--- config.mk ---
export PLATFORM = sky130hd
export DESIGN_NAME = cpu_pirq_arbiter
export DESIGN_NICKNAME = d
export VERILOG_FILES = /design/src/rtl/cpu_pirq_arbiter_pkg.sv /design/src/rtl/pirq_prio_enc.sv /design/src/rtl/cpu_pirq_arbiter.sv
export SDC_FILE = /design/constraint.sdc
export NUM_CORES = 1
export LEC_CHECK = 0
export BUFFER_PORTS_ARGS = -buffer_cell sky130_fd_sc_hd__buf_4
export CORE_MARGIN = 1.5
export CORE_UTILIZATION = 45
export CTS_BUF_LIST = sky130_fd_sc_hd__clkbuf_8
export CTS_CLUSTER_SIZE = 25
export DETAILED_ROUTE_END_ITERATION = 10
export PLACE_DENSITY_LB_ADDON = 0.2
export SLEW_MARGIN = 20
export SYNTH_ARGS = -nofsm -noshare
export SYNTH_HDL_FRONTEND = slang
export SYNTH_SLANG_ARGS = --single-unit
--- constraint.sdc ---
create_clock -name wb_clk_i -period 3.4 [get_ports wb_clk_i]
set_clock_uncertainty 0.1 [all_clocks]
set_input_delay 0.51 -clock wb_clk_i [delete_from_list [all_inputs] [get_ports wb_clk_i]]
set_output_delay 0.51 -clock wb_clk_i [all_outputs]
set_load 0.03 [all_outputs]
--- src/rtl/cpu_pirq_arbiter_pkg.sv ---
// rtl/cpu_pirq_arbiter_pkg.sv - shared types and constants for the PIRQ arbiter
// The DEFER state encoding exists only when PIRQ_DEFER_EN is defined.
package cpu_pirq_arbiter_pkg;

   localparam logic [15:0] PIRQ_VECTOR_DEF = 16'o000240;
   localparam int          PIR_REQ_MSB     = 15;
   localparam int          PIR_REQ_LSB     = 9;
   localparam int          PIR_REQ_W       = PIR_REQ_MSB - PIR_REQ_LSB + 1;

`ifdef PIRQ_DEFER_EN
   typedef enum logic [1:0] {
      ST_IDLE  = 2'd0,
      ST_REQ   = 2'd1,
      ST_ACK   = 2'd2,
      ST_DEFER = 2'd3
   } pirq_state_t;
`else
   typedef enum logic [1:0] {
      ST_IDLE  = 2'd0,
      ST_REQ   = 2'd1,
      ST_ACK   = 2'd2
   } pirq_state_t;
`endif

endpackage

--- src/rtl/pirq_prio_enc.sv ---
// rtl/pirq_prio_enc.sv - combinational 7-to-3 priority encoder for PIRQ levels
// req[6] is level 7, req[0] is level 1; no request encodes as level 0.
module pirq_prio_enc (
   input  logic [6:0] req,
   output logic [2:0] lvl
);

   always_comb begin
      lvl = 3'd0;
      for (int i = 0; i < 7; i++) begin
         if (req[i]) lvl = 3'(i + 1);
      end
   end

endmodule

--- src/rtl/cpu_pirq_arbiter.sv ---
// rtl/cpu_pirq_arbiter.sv - program-interrupt-request arbiter feeding the CPU trap sequencer
// Optional PIRQ_DEFER_EN holds off re-requests until one instruction fetch after acknowledge.
module cpu_pirq_arbiter
   import cpu_pirq_arbiter_pkg::*;
#(
   parameter logic [15:0] VECTOR = PIRQ_VECTOR_DEF
) (
   input  logic        wb_clk_i,
   input  logic        wb_rst_n,
   input  logic [15:0] pir_in,
   input  logic [2:0]  psw_pri,
   input  logic        iack_i,
   input  logic        ifetch_i,
   output logic        irq_o,
   output logic [2:0]  ipl_o,
   output logic [15:0] ivec_o,
   output logic        busy_o
);

   pirq_state_t          state_q, state_d;
   logic [PIR_REQ_W-1:0] pend_q;
   logic [2:0]           pri_q;
   logic [2:0]           lvl;
   logic [2:0]           ipl_d;
   logic                 elig;

   logic unused_pir_low;
   assign unused_pir_low = ^pir_in[PIR_REQ_LSB-1:0];
`ifndef PIRQ_DEFER_EN
   logic unused_ifetch;
   assign unused_ifetch = ifetch_i;
`endif

   pirq_prio_enc u_prio_enc (
      .req (pend_q),
      .lvl (lvl)
   );

   assign elig = (lvl > pri_q);

   always_comb begin
      state_d = state_q;
      ipl_d   = ipl_o;
      case (state_q)
         ST_IDLE: begin
            if (elig) begin
               state_d = ST_REQ;
               ipl_d   = lvl;
            end
         end
         ST_REQ: begin
            // Acknowledge wins over withdraw/preempt so ipl_o stays put while iack_i is high.
            if (iack_i)          state_d = ST_ACK;
            else if (!elig)      state_d = ST_IDLE;
            else if (lvl != ipl_o) ipl_d = lvl;
         end
         ST_ACK: begin
            if (!iack_i) begin
`ifdef PIRQ_DEFER_EN
               state_d = ST_DEFER;
`else
               state_d = ST_IDLE;
`endif
            end
         end
`ifdef PIRQ_DEFER_EN
         ST_DEFER: begin
            if (ifetch_i) state_d = ST_IDLE;
         end
`endif
         default: state_d = ST_IDLE;
      endcase
   end

   // Outputs are decoded from the next state so they are true registers.
   always_ff @(posedge wb_clk_i or negedge wb_rst_n) begin
      if (!wb_rst_n) begin
         state_q <= ST_IDLE;
         pend_q  <= '0;
         pri_q   <= 3'd7;
         ipl_o   <= 3'd0;
         irq_o   <= 1'b0;
         ivec_o  <= 16'd0;
         busy_o  <= 1'b0;
      end else begin
         state_q <= state_d;
         pend_q  <= pir_in[PIR_REQ_MSB:PIR_REQ_LSB];
         pri_q   <= psw_pri;
         ipl_o   <= ipl_d;
         irq_o   <= (state_d == ST_REQ);
         ivec_o  <= ((state_d == ST_REQ) || (state_d == ST_ACK)) ? VECTOR : 16'd0;
         busy_o  <= (state_d != ST_IDLE);
      end
   end

endmodule

==> After elaboration in Yosys (flattened, before gate mapping) <==
Index checks and enable logic that the tools add are counted.
{ "op_classes": {"magnitude_cmp": 1, "n_eq_ne": 9, "mux": 18, "n_reduce_logical": 5} }
{ "op_table": {"columns": ["operator", "count"], "rows": [
  ["2-to-1 mux 3 bit", 8],
  ["2-to-1 mux 2 bit", 6],
  ["2-to-1 mux 8 bit", 1],
  ["inequality test 2 bit (second input constant)", 4],
  ["one-hot mux 2 bit (3 select lines)", 1],
  ["one-hot mux 3 bit (2 select lines)", 1],
  ["AND reduction 5 bit", 1],
  ["== test 2 x 1 -> 1 bit (second input constant)", 2],
  ["== test 2 bit (second input constant)", 2],
  ["nonzero test 2 bit", 2],
  ["> comparator 3 bit", 1],
  ["inequality test 3 bit", 1],
  ["logical NOT 2 bit", 1],
  ["logical OR 1 bit", 1],
  ["2-to-1 mux 1 bit", 1]
]} }
{ "word_totals": {"reg_bits": 25, "word_cells": 40} }

==> Logic depth before layout (Yosys ltp) <==
{ "logic_depth": {"ltp_word": 14, "ltp_mapped": 10, "mapped_depth_nobuf": 10} }

==> Hierarchy <==
From an unflattened synthesis, not the netlist that was laid out.
{ "hier_totals": {"cells_unflattened": 64, "hier_area_um2": 808.3} }
{ "by_module_without_submodules": {"columns": ["module", "instances", "cells_each", "area_per_inst_um2", "seq_area_each_um2"], "rows": [
  ["cpu_pirq_arbiter", 1, 54, 763.2, 454.2],
  ["pirq_prio_enc", 1, 10, 45.0, 0.0]
]} }

==> Worst setup path before layout <==
Ideal clock, no wire load.
{ "synth_timing": {"kind": "reg-to-reg", "start": "register pend_q[1]", "end": "register ipl_o[1]", "setup_ns": 0.125, "arrival_time_ns": 1.978, "required_time_ns": 3.175, "slack_ns": 1.198, "path_stages_with_launch": 8, "n_path_buf": 0, "period_less_slack_ns": 2.202, "path_cell_list": "dfrtp_1 -> inv_1 -> a21oi_1 -> o31a_1 -> ha_1 -> and3_2 -> a2111oi_4 -> mux2_2"} }
{ "synth_between": {"elab_chain_cells": 10} }
{ "synth_lines": {"columns": ["item", "line", "source"], "rows": [
  ["from (decl)", "cpu_pirq_arbiter.sv:21", "logic [PIR_REQ_W-1:0] pend_q;"],
  ["from (signal assigned)", "cpu_pirq_arbiter.sv:87", "pend_q <= pir_in[PIR_REQ_MSB:PIR_REQ_LSB];"],
  ["2-to-1 mux 2 bit (*) (2 in series)", "pirq_prio_enc.sv:11", "if (req[i]) lvl = 3'(i + 1);"],
  ["2-to-1 mux 3 bit (*) (4 in series)", "pirq_prio_enc.sv:11", null],
  ["parallel branches: the longest is 4 deep, another holds > comparator 3 bit", null, null],
  ["to (signal assigned)", "cpu_pirq_arbiter.sv:89", "ipl_o <= ipl_d;"],
  ["to (decl)", "cpu_pirq_arbiter.sv:15", "output logic [2:0] ipl_o,"]
]} }
Mark *: on every way between the ends. The select of a mux whose other input is x is not followed.
A chain may end at the register's enable or synchronous reset.

==> Worst setup path in the final report <==
{ "layout_timing": {"start": "register pend_q[1]", "end": "register ivec_o[5]"} }
{ "layout_between": {"elab_chain_cells": 13} }
{ "layout_lines": {"columns": ["item", "line", "source"], "rows": [
  ["2-to-1 mux 2 bit (*) (2 in series)", "pirq_prio_enc.sv:11", null],
  ["2-to-1 mux 3 bit (*) (4 in series)", "pirq_prio_enc.sv:11", null],
  ["> comparator 3 bit (*)", "cpu_pirq_arbiter.sv:39", "assign elig = (lvl > pri_q);"],
  ["2-to-1 mux 2 bit", "cpu_pirq_arbiter.sv:54", "else if (!elig) state_d = ST_IDLE;"],
  ["2-to-1 mux 2 bit", "cpu_pirq_arbiter.sv:53", "if (iack_i) state_d = ST_ACK;"],
  ["one-hot mux 2 bit (3 select lines) (*)", "cpu_pirq_arbiter.sv:44", "case (state_q)"],
  ["via state_d[0]", "cpu_pirq_arbiter.sv:20", "pirq_state_t state_q, state_d;"],
  ["== test 2 x 1 -> 1 bit / == test 2 bit (equally long branches)", "cpu_pirq_arbiter.sv:91", "ivec_o <= ((state_d == ST_REQ) || (state_d == ST_ACK)) ? VECTOR : 16'd0;"],
  ["logical OR 1 bit (*)", "cpu_pirq_arbiter.sv:91", null],
  ["2-to-1 mux 8 bit (*)", "cpu_pirq_arbiter.sv:91", null],
  ["to (signal assigned)", "cpu_pirq_arbiter.sv:91", null],
  ["to (decl)", "cpu_pirq_arbiter.sv:16", "output logic [15:0] ivec_o,"]
]} }
Mark *: on every way through the listed nets, which the timed path passes. The rest lies on a longest branch.

==> flow_summary.toml <==
[synthesis]
syn-cell-area_um2 = 805
synth_top_cell_area_share = 0.467
synth_seq_area_share = 0.565
yosysUniqueCellTypes = 18
yosysWarnings = 0
syn-instance-count = 64
netlist.top_cell.by_area = "dfrtp_1"
avgSynthCellArea_um2 = 12.6
synth_seq_cells = 18
ys_top_cells_by_area = "dfrtp_1 47%, buf_4 14%, dfstp_2 9.8%"

[routing]
ant_nets = 0
drc = 0
post_drt_wl_per_cell_um = 8.78
wirelength_um = 966
drt-initial-drc-count = 2
dr.pass1.iters = 2
viasPerCell = 4.06
vias = 447

[sta]
drv_slew = 0
final-setup-viol-count = 0
rsz0062_at_grt = "no"
fmax_mhz = 426
min_period_ns = 2.34
hold_viol_final = 0
setup_tns_ns = 0
period_share = 0.690

[power_and_ir_drop]
intPower_uw = 430
leakagePower_nw = 0.497
swShare = 0.353
p_sw_uw = 235
power.density_nw_per_um2 = 694
ir_drop_uv = 313
pwr-share-seq = 0.433
p_clk_frac = 0.213
comb_power_share = 0.355

[place]
dp_hpwl_um = 783
numPortBuffers = 19
post_dp_cell_area_um2 = 915
place.gp.congestion = 0.755

[clock_tree]
clk_pin_slew_ns = 0.07
post_cts_resized = 0
cts_sinks = 18
cts_hold_buf = 0
cts_buffer_depth = 2
postCtsSetupRepairBufs = 0
clk_latency_ns = 0.25
clock-root-buffer = "clkbuf_8"
numCtsBuffers = 3
htreeDepth = 1
cts_tree = "done"

[cells_and_area]
n_antenna_cell = 0
seq_area_um2 = 454
fin_nets = 114
fillers = 153
multiInputGateArea_um2 = 256
finalInstanceArea_um2 = 960
drive_above_1_share = 0.353
area_growth_syn_to_layout_pct = 19.3

[floorplan]
start_util = 0.471
dieHeight_um = 45.3
fp-row-count = 15
die_w_um = 45.3
die_area_um2 = 2050
coreArea_um2 = 1710
ios = 44

[grt]
grt.total_usage = 0.115
grt_max_degree = 19
grt_overflow = 0
antenna_found_initial = 0
grt_pass1_vias = 406
grt_pass1_wl_mm = 1.60

[flow_run]
maxCapViolations = 0

[min_path]
hold_path.class = "primary input to async pin"

[setup_path]
worstSetupPathType = "register to register"
cp-start-kind = "register"
endpoint_kind = "register"
crit_required_ns = 3.44
arrival_ns = 2.38
cp_max_fo = 6

[outcome]
outcome = "complete, no violations"
[kinds of logic after synthesis]
group / Yosys count / synth area share
adder cells (fa/ha/maj): 5 / 0.0778
AND/OR/NAND/NOR: 7 / 0.0420
flip-flops: 18 / 0.565
buffers and inverters: 23 / 0.177
other: 1 / 0.00466
AO/OA/AOI/OAI: 6 / 0.0824
multiplexers: 3 / 0.0404
XOR/XNOR: 1 / 0.0109
[final timing paths]
kind                                  from        end  slack, ns  cells after the start
worst max-delay path             pend_q[1]  ivec_o[5]       1.06                      8
worst min-delay path              wb_rst_n  pend_q[3]       0.01                      1
worst max register to register   pend_q[1]  ivec_o[5]       1.06                      8
worst min register to register    ipl_o[2]   ipl_o[2]       0.42                      1
max in group asynchronous         wb_rst_n   pri_q[0]       2.93                      1
min in group wb_clk_i           pir_in[12]  pend_q[3]       0.26                      1
[cell usage in the layout (no fill, tap or decap)]
cell type	synthesis	routed
dfstp_2	3	3
a2111oi_4	1	1
mux2i_1	1	1
and2b_1	1	1
clkbuf_8	0	3
a21oi_1	2	2
ha_1	5	5
inv_1	8	9
o31a_1	1	1
a221oi_2	1	1
and3_2	1	1
buf_4	15	19
xor2_1	1	1
dfrtp_1	15	15
mux2_2	2	2
nand2_1	3	3
o21ai_0	1	1
nor2_1	2	2
conb_1	1	14
[synth_stat cells]
master      n
conb_1      1
o21ai_0     1
mux2_2      2
dfrtp_1    15
xor2_1      1
ha_1        5
and2b_1     1
a2111oi_4   1
a21oi_1     2
mux2i_1     1
buf_4      15
and3_2      1
o31a_1      1
dfstp_2     3
a221oi_2    1
nand2_1     3
inv_1       8
nor2_1      2
[per-stage QoR]
stage	instances	setup WS [ns]	hold WS (ns)	utilization	power, mW
floorplan	77	1.20	0.114	-	0.466
global placement	106	1.05	0.287	0.536	0.526
detailed placement	106	1.04	0.287	0.536	0.532
CTS	110	1.03	0.0178	0.562	0.675
global route	110	0.894	0.0165	0.562	0.713
finish	110	1.06	0.0143	0.562	0.666
[flip-flops by register name (all words and copies together), names as in the netlist]
register and cells:
pend_q 7, ipl_o 3, pri_q 3, state_q 2, busy_o 1, irq_o 1
ivec_o 1
[area by class of cell]
class                   count  share of cell area
flip-flops and latches     18               0.473
multi-input cells          36               0.267
repair buffers             19               0.149
clock buffers               3              0.0430
well taps                  25              0.0326
inverters                   8              0.0313
clock inverters             1             0.00391
[per-layer routing]
| layer | track usage | wire (um) |
|---|---|---|
| met1 | 0.131 | 383 |
| met2 | 0.177 | 481 |
| met3 | 0.0480 | 84 |
| met4 | 0.0706 | 17 |
| met5 | 0 | 0 |
[worst max-delay path, cell delays in order, from the launching register on]
cell	delay, ns
dfrtp_1	0.38
inv_1	0.06
a21oi_1	0.06
o31a_1	0.27
ha_1	0.27
and3_2	0.21
a2111oi_4	0.50
inv_1	0.10
ha_1	0.30
[power groups by stage]
stage / Combinational (mW) / Sequential (mW) / Clock (mW)
final: 0.236 / 0.288 / 0.142
after global routing: 0.259 / 0.294 / 0.161
after CTS: 0.239 / 0.289 / 0.147
after detailed placement: 0.239 / 0.293 / 0
after global placement: 0.236 / 0.290 / 0
after floorplan: 0.116 / 0.349 / 0
(Power assumes the default switching activity.)
